### config.mk
export PLATFORM = sky130hd
export DESIGN_NAME = mem_stage
export DESIGN_NICKNAME = d
export VERILOG_FILES = /design/src/rtl/mem_stage.sv
export SDC_FILE = /design/constraint.sdc
export NUM_CORES = 1
export LEC_CHECK = 0
export BUFFER_PORTS_ARGS = -buffer_cell sky130_fd_sc_hd__buf_4
export CELL_PAD_IN_SITES_DETAIL_PLACEMENT = 2
export CELL_PAD_IN_SITES_GLOBAL_PLACEMENT = 2
export CORE_MARGIN = 10
export CORE_UTILIZATION = 20
export CTS_BUF_LIST = sky130_fd_sc_hd__clkbuf_8
export CTS_CLUSTER_SIZE = 12
export DETAILED_ROUTE_END_ITERATION = 6
export PLACE_DENSITY_LB_ADDON = 0.12
export SYNTH_ARGS = -nofsm -noshare
export SYNTH_HDL_FRONTEND = slang
export SYNTH_SLANG_ARGS = --single-unit
export TNS_END_PERCENT = 20
### constraint.sdc
create_clock -name clk -period 2.7 [get_ports clk]
set_input_delay 0 -clock clk [delete_from_list [all_inputs] [get_ports clk]]
set_output_delay 0 -clock clk [all_outputs]
set_load 0.01 [all_outputs]
### src/rtl/mem_stage.sv
// Memory-access stage: issues data-SRAM loads/stores over an addr_ok/data_ok handshake and builds the MEM->WB bus.
// Optional build macro MEM_MISALIGN_CHK_EN: misaligned half/word accesses skip the SRAM and complete flagged on mem_ale_o.
`ifndef MEM2WBBusSize
`define MEM2WBBusSize 102
`endif

module mem_stage #(
  parameter int DM_ADDR_W = 32
) (
  input  logic                      clk,
  input  logic                      rst,
  input  logic [106:0]              exe2mem_bus_ri,
  input  logic                      ctl_mem_valid_i,
  output logic                      ctl_mem_over_o,
  output logic [4:0]                ctl_mem_dest_o,
  output logic [`MEM2WBBusSize-1:0] mem2wb_bus_o,
  output logic                      dm_req_o,
  output logic                      dm_we_o,
  output logic [3:0]                dm_wstrb_o,
  output logic [DM_ADDR_W-1:0]      dm_addr_o,
  output logic [31:0]               dm_wdata_o,
  input  logic                      dm_addr_ok_i,
  input  logic                      dm_data_ok_i,
  input  logic [31:0]               dm_rdata_i
`ifdef MEM_MISALIGN_CHK_EN
  ,
  output logic                      mem_ale_o
`endif
);

  typedef enum logic [1:0] {IDLE = 2'd0, REQ = 2'd1, WAIT = 2'd2, DONE = 2'd3} state_t;

  state_t      state, state_nxt;
  logic        drain_p1;
  logic [31:0] ld_data_p1;
  logic        ale_p1;

  logic        mem_re, mem_we, mem_sext, we;
  logic [1:0]  mem_size;
  logic [31:0] store_data, alu_result, pc;
  logic [4:0]  wdest;
  logic        mem_op, misalign;
  logic [1:0]  a;

  assign {mem_re, mem_we, mem_size, mem_sext, store_data, alu_result, wdest, we, pc} = exe2mem_bus_ri;
  assign mem_op = mem_re | mem_we;
  assign a      = alu_result[1:0];

  function automatic logic [3:0] store_strb(input logic [1:0] size, input logic [1:0] addr);
    case (size)
      2'b00:   return 4'b0001 << addr;
      2'b01:   return 4'b0011 << {addr[1], 1'b0};
      default: return 4'b1111;
    endcase
  endfunction

  function automatic logic [31:0] store_align(input logic [1:0] size, input logic [31:0] sd);
    case (size)
      2'b00:   return {4{sd[7:0]}};
      2'b01:   return {2{sd[15:0]}};
      default: return sd;
    endcase
  endfunction

  function automatic logic [31:0] load_align(input logic [31:0] rdata, input logic [1:0] addr,
                                             input logic [1:0] size, input logic sext);
    logic        [31:0] sh;
    logic signed [7:0]  b;
    logic signed [15:0] h;
    logic signed [31:0] ext;
    sh = rdata >> {addr, 3'b000};
    b  = sh[7:0];
    h  = sh[15:0];
    case (size)
      2'b00: begin
        ext = b;
        if (!sext) ext[31:8] = '0;
      end
      2'b01: begin
        ext = h;
        if (!sext) ext[31:16] = '0;
      end
      default: ext = sh;
    endcase
    return ext;
  endfunction

`ifdef MEM_MISALIGN_CHK_EN
  assign misalign = ((mem_size == 2'b01) && a[0]) || (mem_size[1] && (a != 2'b00));
`else
  assign misalign = 1'b0;
`endif

  always_ff @(posedge clk) begin
    if (rst) state <= IDLE;
    else     state <= state_nxt;
  end

  always_comb begin
    state_nxt = state;
    case (state)
      IDLE: begin
        if (ctl_mem_valid_i && mem_op) begin
          if (misalign)          state_nxt = DONE;
          else if (dm_addr_ok_i) state_nxt = WAIT;
          else                   state_nxt = REQ;
        end
      end
      REQ: begin
        if (!ctl_mem_valid_i)  state_nxt = IDLE;
        else if (dm_addr_ok_i) state_nxt = WAIT;
      end
      // A flushed instruction still owns the outstanding response; swallow it without completing.
      WAIT: begin
        if (dm_data_ok_i) state_nxt = (drain_p1 || !ctl_mem_valid_i) ? IDLE : DONE;
      end
      default: state_nxt = IDLE;
    endcase
  end

  always_comb begin
    ctl_mem_over_o = 1'b0;
    dm_req_o       = 1'b0;
    if (!rst) begin
      case (state)
        IDLE: begin
          ctl_mem_over_o = ctl_mem_valid_i && !mem_op;
          dm_req_o       = ctl_mem_valid_i && mem_op && !misalign;
        end
        REQ:     dm_req_o       = ctl_mem_valid_i;
        DONE:    ctl_mem_over_o = 1'b1;
        default: ;
      endcase
    end
  end

  always_ff @(posedge clk) begin
    if (rst) begin
      drain_p1   <= 1'b0;
      ld_data_p1 <= '0;
      ale_p1     <= 1'b0;
    end else begin
      drain_p1 <= (state == WAIT) && (drain_p1 || !ctl_mem_valid_i) && !dm_data_ok_i;
      if ((state == WAIT) && (state_nxt == DONE))
        ld_data_p1 <= load_align(dm_rdata_i, a, mem_size, mem_sext);
      ale_p1 <= (state == IDLE) && (state_nxt == DONE);
    end
  end

  assign dm_we_o    = mem_we;
  assign dm_wstrb_o = store_strb(mem_size, a);
  assign dm_wdata_o = store_align(mem_size, store_data);
  assign dm_addr_o  = alu_result[DM_ADDR_W-1:0];

  logic        wb_we;
  logic [31:0] wb_result, wb_dbg_addr;

`ifdef MEM_MISALIGN_CHK_EN
  assign mem_ale_o = (state == DONE) && ale_p1 && !rst;
  assign wb_we     = we && ctl_mem_valid_i && !((state == DONE) && ale_p1);
`else
  assign wb_we     = we && ctl_mem_valid_i;
`endif

  assign wb_result      = mem_re ? ld_data_p1 : alu_result;
  assign wb_dbg_addr    = mem_op ? alu_result : 32'd0;
  assign mem2wb_bus_o   = {wdest, wb_we, wb_result, wb_dbg_addr, pc};
  assign ctl_mem_dest_o = wdest & {5{ctl_mem_valid_i}};

endmodule
Word level (Yosys, flattened, before mapping). Cells that the tools add are included.

Bits in registers: 35. Input bits: 144.

Bitwise gates (word level): 2. Equality and inequality tests: 5. Mux-type cells: 18. Shifts and indexed selects: 3. Reductions and logical operators: 12.

Operator list (number): 32-bit one-hot mux with 2 select lines (2); 32-bit two-way mux (2); 32-bit by 5-bit >> shifter with 32-bit output (1); 24-bit two-way mux (1); 16-bit two-way mux (1); 2-bit two-way mux (6); 4-bit one-hot mux with 2 select lines (1); 2-bit equality test, second input constant (3); 1-bit logical AND (6); 2-bit one-hot mux with 3 select lines (1); 5-bit AND (1); 2-bit by 1-bit equality test with 1-bit output, second input constant (2); 2-bit zero test (2); 1-bit one-hot mux with 2 select lines (2); 1-bit by 2-bit << shifter with 4-bit output, first input constant (1); 2-bit by 2-bit << shifter with 4-bit output, first input constant (1); 1-bit zero test (3); 1-bit two-way mux (2); 1-bit logical OR (1); 1-bit OR (1).

Longest topological paths before layout. Gate-level depths: netlist of run 1.

Depth after elaboration: 7. Gate-level depth with buffers: 9.

Least setup slack after synthesis of run 1. OpenSTA, ideal clock, no wires.

Path type: register to register. From: register state[0]. To: register ld_data_p1[26]. Stages on the path, launching flop included: 9. Arrival time: 1.885 ns. Path buffers: 2. Setup slack: 0.693 ns. Cells stage by stage: dfxtp_1 -> inv_1 -> ha_1 -> o21ai_1 -> a31o_1 -> a2111o_1 -> buf_2 -> buf_6 -> mux2_4.

Word-level cells in the longest chain between the ends: 5. Elaborated cells on any way between the ends: 10.

RTL lines: start: declaration (line 33) `state_t state, state_nxt;`; start signal: assignment (line 96) `else state <= state_nxt;`; 2-bit two-way mux (line 111) `else if (dm_addr_ok_i) state_nxt = WAIT;`; 2-bit two-way mux (line 110) `if (!ctl_mem_valid_i) state_nxt = IDLE;`; 2-bit one-hot mux with 3 select lines (line 101) `case (state)`; 2-bit equality test; 1-bit logical AND (*) (line 144) `if ((state == WAIT) && (state_nxt == DONE))`; end signal: assignment (line 145) `ld_data_p1 <= load_align(dm_rdata_i, a, mem_size, mem_sext);`; end: declaration (line 35) `logic [31:0] ld_data_p1;`.

Every way passes the cells marked *; elsewhere a longest branch is shown, timed or not. A chain may end at the register's enable or synchronous reset.

Worst setup path after layout of run 1.
From: register state[0]. To: register ld_data_p1[20].

Same word-level chain as after synthesis.

==> results of run 1 <==
## metal layers
layer,global-route usage,vias up,routed length (um),share of wire
li1,-,1859,-,-
met1,0.1446,1874,7118,0.39
met2,0.2463,173,9479,0.51
met3,0.05343,24,1662,0.090
met4,0.02462,0,168,0.0091
met5,0,-,0,0
## sequential cells by signal, indices dropped and copies added, names as in the netlist
name and cells:
state 2, drain_p1 1, ld_data_p1 32
## power breakdown
part,switching [uW],internal [uW]
Clock,204,174
Sequential,7.07,523
Combinational,378,409
## kinds of logic (layout without fill, tap and decap cells)
group,after synthesis,in the layout,synth area share
AO/OA/AOI/OAI,74,74,0.1278
adder cells (fa/ha/maj),5,5,0.01586
buffers and inverters,117,274,0.1925
flip-flops,35,35,0.1776
multiplexers,106,106,0.2940
AND/OR/NAND/NOR,138,138,0.1922
## worst max-delay path: stages (launching register included)
cell and delay (ns):
dfxtp_1 0.47, inv_1 0.11, ha_1 0.25, nand2b_1 0.13
o21ai_1 0.11, a221oi_1 0.31, a2111o_2 0.57, buf_12 0.24
mux2i_1 0.20
## worst max-delay path by stage
stage / end / slack, ns
after floorplan: ld_data_p1[26] / 0.69
after global placement: ld_data_p1[13] / 0.45
after detailed placement: ld_data_p1[20] / 0.21
after CTS: ld_data_p1[20] / 0.19
after global routing: ld_data_p1[12] / 0.02
final: ld_data_p1[20] / 0.23
## cells in the final DEF, fill, tap and decap left out, drive strengths merged, types with 2 or more instances in the layout
cell type,Yosys,final
buf,91,262
mux2,58,58
nor2b,52,52
mux2i,48,48
dfxtp,35,35
nand2b,29,29
nand2,28,28
o21ai,20,20
nor2,15,15
o21bai,10,10
a31oi,10,10
a211oi,9,9
a211o,8,8
and2,7,7
a21oi,7,7
inv,4,6
ha,5,5
clkbuf,22,5
nor3,3,3
a21o,2,2
a221oi,2,2
## layout make-up
cell class / instances / area share
Timing Repair Buffer: 262 / 0.3537
Inverter: 4 / 0.002683
Multi-Input combinational cell: 323 / 0.4447
Clock buffer: 5 / 0.01230
Tap cell: 265 / 0.05924
Clock inverter: 3 / 0.002236
Sequential cell: 35 / 0.1252
## through the flow
| stage | util | worst slack [ns] | hold WS [ns] |
|---|---|---|---|
| floorplan | - | 0.6933 | 0.09177 |
| global placement | 0.2834 | 0.4515 | 0.00006862 |
| detailed placement | 0.2834 | 0.2079 | 0.00006862 |
| CTS | 0.2876 | 0.1898 | 0.00006862 |
| global route | 0.2876 | 0.01719 | 0.00001506 |
| finish | 0.2876 | 0.2257 | 0.000003919 |
==> run metrics, run 1 <==
CP Data Arrival Time 2.69 ns; initial antenna violation count 0; full die area 0.02574 mm2; Placed Cells 889; cell area after layout 0.005597 mm2; worst-path fanout max 19; Post-CTS Setup Repair Bufs 0; post-synthesis sequential area ratio 0.1776; Starting Density 0.2027; Post-Syn Area per Cell 8.305 um2; fraction of layout cells with a size suffix above 1 0.5190; core area 0.01946 mm2; post-CTS sizing 0; Crit Path Category register to register; FFs w/ async S/R, synth 0; final RePlAce weighted congestion 0.7174; Top FF cell, synth dfxtp_1; Worst slew margin 0.4637; leading post-synthesis cells by cell area dfxtp_1 (18%), buf_4 (15%), mux2_2 (14%), mux2i_1 (12%), nor2b_1 (8.2%); Non-Filler Instances 897; YS warnings 0; Detailed Place HPWL 15420 um; H-tree depth 2; PortBufs 257; flop2flop setup slack 0.23 ns; grt ovf 0; CTS Buffer Depth 2; count leader, synth buf_4; Layout area overhead 41.86%; largest net degree at the start of global routing 44; CTS sink cnt 35; hold path start exe2mem_bus_ri[2]; GRT Overall Usage 0.1351; Slew Viols, Final 0; hold depth 0; multi-input logic area 0.002489 mm2; Reg-to-Reg Start state[0]; Setup-failing EPs final 0; pwr dens 302.9 mW/mm2; Placed Area 0.005515 mm2; DIE WIDTH 160.4 um; IO Count 322; area share of the largest cell type after synthesis 0.1776; Yosys top cell by area dfxtp_1; Hold Path Sink mem2wb_bus_o[2]; via count 3930; Mapped Nets 624; fin nets 780; Hold Fails Final Rpt 0; DR WL/cell 20.54 um; crit path time final 2.474 ns; skew final 0.006653 ns; Antenna diodes 0; 1st-iter DRT viols 145; vias in the first global route 4461; Pleak 0.002785 uW; Synth top cells by count buf_4 (80), nor2b_1 (52), mux2_2 (49); via density per instance 4.381; post-synthesis cell type count 38; Hold Buf Count CTS 0; WP data required 2.92 ns; max_cap viols 0; Fin Setup TNS 0 ns; VDD IR max 0.1351 mV; Total Power 1695 uW; post-route antenna net violation count 0; Yosys reg bits 35; Final period util 0.9164; RSZ-0062 raised after global routing no; Synth Cell Area 0.003945 mm2; CP Capture Type register; Hold Crit Class primary input to output port; flip-flop and latch area 700.7 um2; cells after synthesis 475; Residual DRC 0; status finished, final reports clean; CP startpoint state[0]; reg2reg end ld_data_p1[20]; row count 51; filler cell count 2251; CTS buffer count 5; actual slew at the worst max-slew pin 0.8045 ns; chip height 160.4 um; CTS tree yes; Post-Route WL 18430 um; Clock Pin Slew Worst Setup and Hold Paths 0.07 ns; Startpoint Class register; R2R depth 8; maximum clock frequency 0.4042 GHz; drt pass-1 iters 4; first-pass GRT wire length 27790 um; later-pin clock latency in the skew report 0.30 ns; Clock Tree Root clkbuf_8; Post-synth EDFFs 0
Power figures use the tool's default switching activity.
==> run 2, diff against run 1 <==
--- a/config.mk
+++ b/config.mk
@@ -10,7 +10,7 @@
 export CELL_PAD_IN_SITES_GLOBAL_PLACEMENT = 2
 export CORE_MARGIN = 10
 export CORE_UTILIZATION = 20
-export CTS_BUF_LIST = sky130_fd_sc_hd__clkbuf_8
+export CTS_BUF_LIST = sky130_fd_sc_hd__clkbuf_4
 export CTS_CLUSTER_SIZE = 12
 export DETAILED_ROUTE_END_ITERATION = 6
 export PLACE_DENSITY_LB_ADDON = 0.12
==> run 2 against run 1 <==
  * Sequential share of layout area hardly changed
  * Total power fell by 3.5%
  * Sequential power about the same
  * Critical path type unchanged
  * Largest cell class unchanged
  * Highest routed layer unchanged
==> run metrics, run 2 (same netlist as run 1, synthesis figures left out) <==
status finished, final reports clean (unchanged); clock power share 0.193 (was 0.223); WP data required 2.98 ns (was 2.92 ns); grt ovf 0 (unchanged); Residual DRC 0 (unchanged); Largest Register ld_data_p1 (unchanged); CP Data Arrival Time 2.77 ns (was 2.69 ns); core area 0.01946 mm2 (unchanged); Non-Filler Instances 899 (was 897); first-pass GRT wire length 27740 um (was 27790 um); largest net degree at the start of global routing 44 (unchanged); drt pass-1 iters 5 (was 4); VDD IR max 0.1101 mV (was 0.1351 mV); IO Count 322 (unchanged); Starting Density 0.2027 (unchanged); CTS tree yes (unchanged); CP Capture Type register (unchanged); CTS sink cnt 35 (unchanged); reg2reg end ld_data_p1[20] (unchanged); Place WS 0.2079 ns (unchanged); max_cap viols 0 (unchanged); actual slew at the worst max-slew pin 0.7997 ns (was 0.8045 ns); crit path time final 2.491 ns (was 2.474 ns); via count 3951 (was 3930); max FFs per register 32 (unchanged); 1st-iter DRT viols 127 (was 145); cell area after layout 0.005585 mm2 (was 0.005597 mm2); fin nets 781 (was 780); maximum clock frequency 0.4014 GHz (was 0.4042 GHz); CTS Buffer Depth 2 (unchanged); initial antenna violation count 1 (was 0); Placed Cells 889 (unchanged); sw frac 0.3546 (was 0.3474); vias in the first global route 4454 (was 4461); Setup-failing EPs final 0 (unchanged); Final period util 0.9227 (was 0.9164); Startpoint Class register (unchanged); setup slack after layout 0.2087 ns (was 0.2257 ns); Worst slew margin 0.4669 (was 0.4637); Power Internal 1056 uW (was 1106 uW); Comb pwr share 0.482 (was 0.464); Hold Crit Class primary input to output port (unchanged); Reg-to-Reg Start state[0] (unchanged); largest registers ld_data_p1 (32), state (2), drain_p1 (1) (unchanged); flop2flop setup slack 0.21 ns (was 0.23 ns); Clock Pin Slew Worst Setup and Hold Paths 0.11 ns (was 0.07 ns); H-tree depth 2 (unchanged); PortBufs 257 (unchanged); post-route antenna net violation count 0 (unchanged); Layout area overhead 41.58% (was 41.86%); row count 51 (unchanged); hold path start exe2mem_bus_ri[2] (unchanged); Max Used Layer met4 (unchanged); pwr dens 292.8 mW/mm2 (was 302.9 mW/mm2); skew final 0.01284 ns (was 0.006653 ns); Post-Route WL 18480 um (was 18430 um); leading cell type in the layout, fill and taps excluded buf_4 (unchanged); Hold Fails Final Rpt 0 (unchanged); Critical Path End ld_data_p1[20] (unchanged); final RePlAce weighted congestion 0.7174 (unchanged); commonest cells after routing, fill and taps aside buf_4 (261), nor2b_1 (52), mux2_2 (49) (unchanged); Hold WS 0.000003919 ns (unchanged); GRT Overall Usage 0.1350 (was 0.1351); Detailed Place HPWL 15420 um (unchanged); Pleak 0.002775 uW (was 0.002785 uW); Clock Tree Root clkbuf_4 (was clkbuf_8); full die area 0.02574 mm2 (unchanged); Fin Setup TNS 0 ns (unchanged); CTS buffer count 5 (unchanged); Crit Path Category register to register (unchanged); DIE WIDTH 160.4 um (unchanged); chip height 160.4 um (unchanged); Slew Viols, Final 0 (unchanged); R2R depth 8 (unchanged); wl on met1 7159 um (was 7118 um); Met3 Wirelength 1691 um (was 1662 um); Post-CTS Setup Repair Bufs 0 (unchanged); via density per instance 4.395 (was 4.381); Seq pwr share 0.324 (was 0.313); net switching power 580.0 uW (was 589.0 uW); CP startpoint state[0] (unchanged); Placed Area 0.005515 mm2 (unchanged); worst-path fanout max 19 (unchanged); met2 WL 9500 um (was 9479 um); filler cell count 2255 (was 2251); RSZ-0062 raised after global routing no (unchanged); fraction of layout cells with a size suffix above 1 0.5213 (was 0.5190); DR WL/cell 20.55 um (was 20.54 um); later-pin clock latency in the skew report 0.36 ns (was 0.30 ns)
run 2: changes by cell type in the layout (fill, tap and decap cells not counted), sizes merged:
cell	previous run	this run
diode	0	1
clkbuf	5	7
dlygate4sd3	0	1
inv	6	4
run 2: how the worst min path moves through the flow:
stage / to / slack (ns) / cells after the start
floorplan: dm_addr_o[0] / 0.09 / 1
global placement: mem2wb_bus_o[10] / 0.00007 / 0
detailed placement: mem2wb_bus_o[10] / 0.00007 / 0
CTS: mem2wb_bus_o[10] / 0.00007 / 0
global route: mem2wb_bus_o[26] / 0.00002 / 0
finish: mem2wb_bus_o[2] / 0.000004 / 0
run 2: worst max-delay path, cell delays in order (launching register included):
cell	delay, ns
dfxtp_1	0.48
inv_1	0.11
ha_1	0.25
nand2b_1	0.13
o21ai_1	0.10
a221oi_1	0.31
a2111o_2	0.58
buf_12	0.24
mux2i_1	0.20
run 2: timing repair:
item,CTS,global route
endpoints found under the hold margin,1,0
gates resized for setup,0,0
hold buffers,1,0
run 2: area by class of cell:
cell class | count | area (um2) | share of cell area
Clock inverter | 1 | 5.005 | 0.0008961
Timing Repair Buffer | 263 | 1989 | 0.3562
Tap cell | 265 | 331.6 | 0.05936
Clock buffer | 7 | 52.55 | 0.009409
Sequential cell | 35 | 700.7 | 0.1254
Antenna cell | 1 | 2.502 | 0.0004480
Multi-Input combinational cell | 323 | 2489 | 0.4456
Inverter | 4 | 15.01 | 0.002688
run 2: power groups by stage:
stage          registers (uW)  logic, uW  clock network (uW)
2_1_floorplan             540        452                   0
3_5_place_dp              543        807                   0
5_1_grt                   532        862                 357
6_report                  531        788                 316
4_1_cts                   531        811                 331
3_3_place_gp              542        788                   0
run 2: per-layer routing:
| layer | up-vias | track usage |
|---|---|---|
| li1 | 1862 | - |
| met1 | 1897 | 0.1448 |
| met2 | 174 | 0.2459 |
| met3 | 18 | 0.05496 |
| met4 | 0 | 0.02212 |
| met5 | - | 0 |
run 2: stage by stage:
stage | power [uW] | util
after floorplan | 992.2 | -
after global routing | 1751 | 0.2870
after detailed placement | 1350 | 0.2834
final | 1636 | 0.2870
after global placement | 1330 | 0.2834
after CTS | 1673 | 0.2869
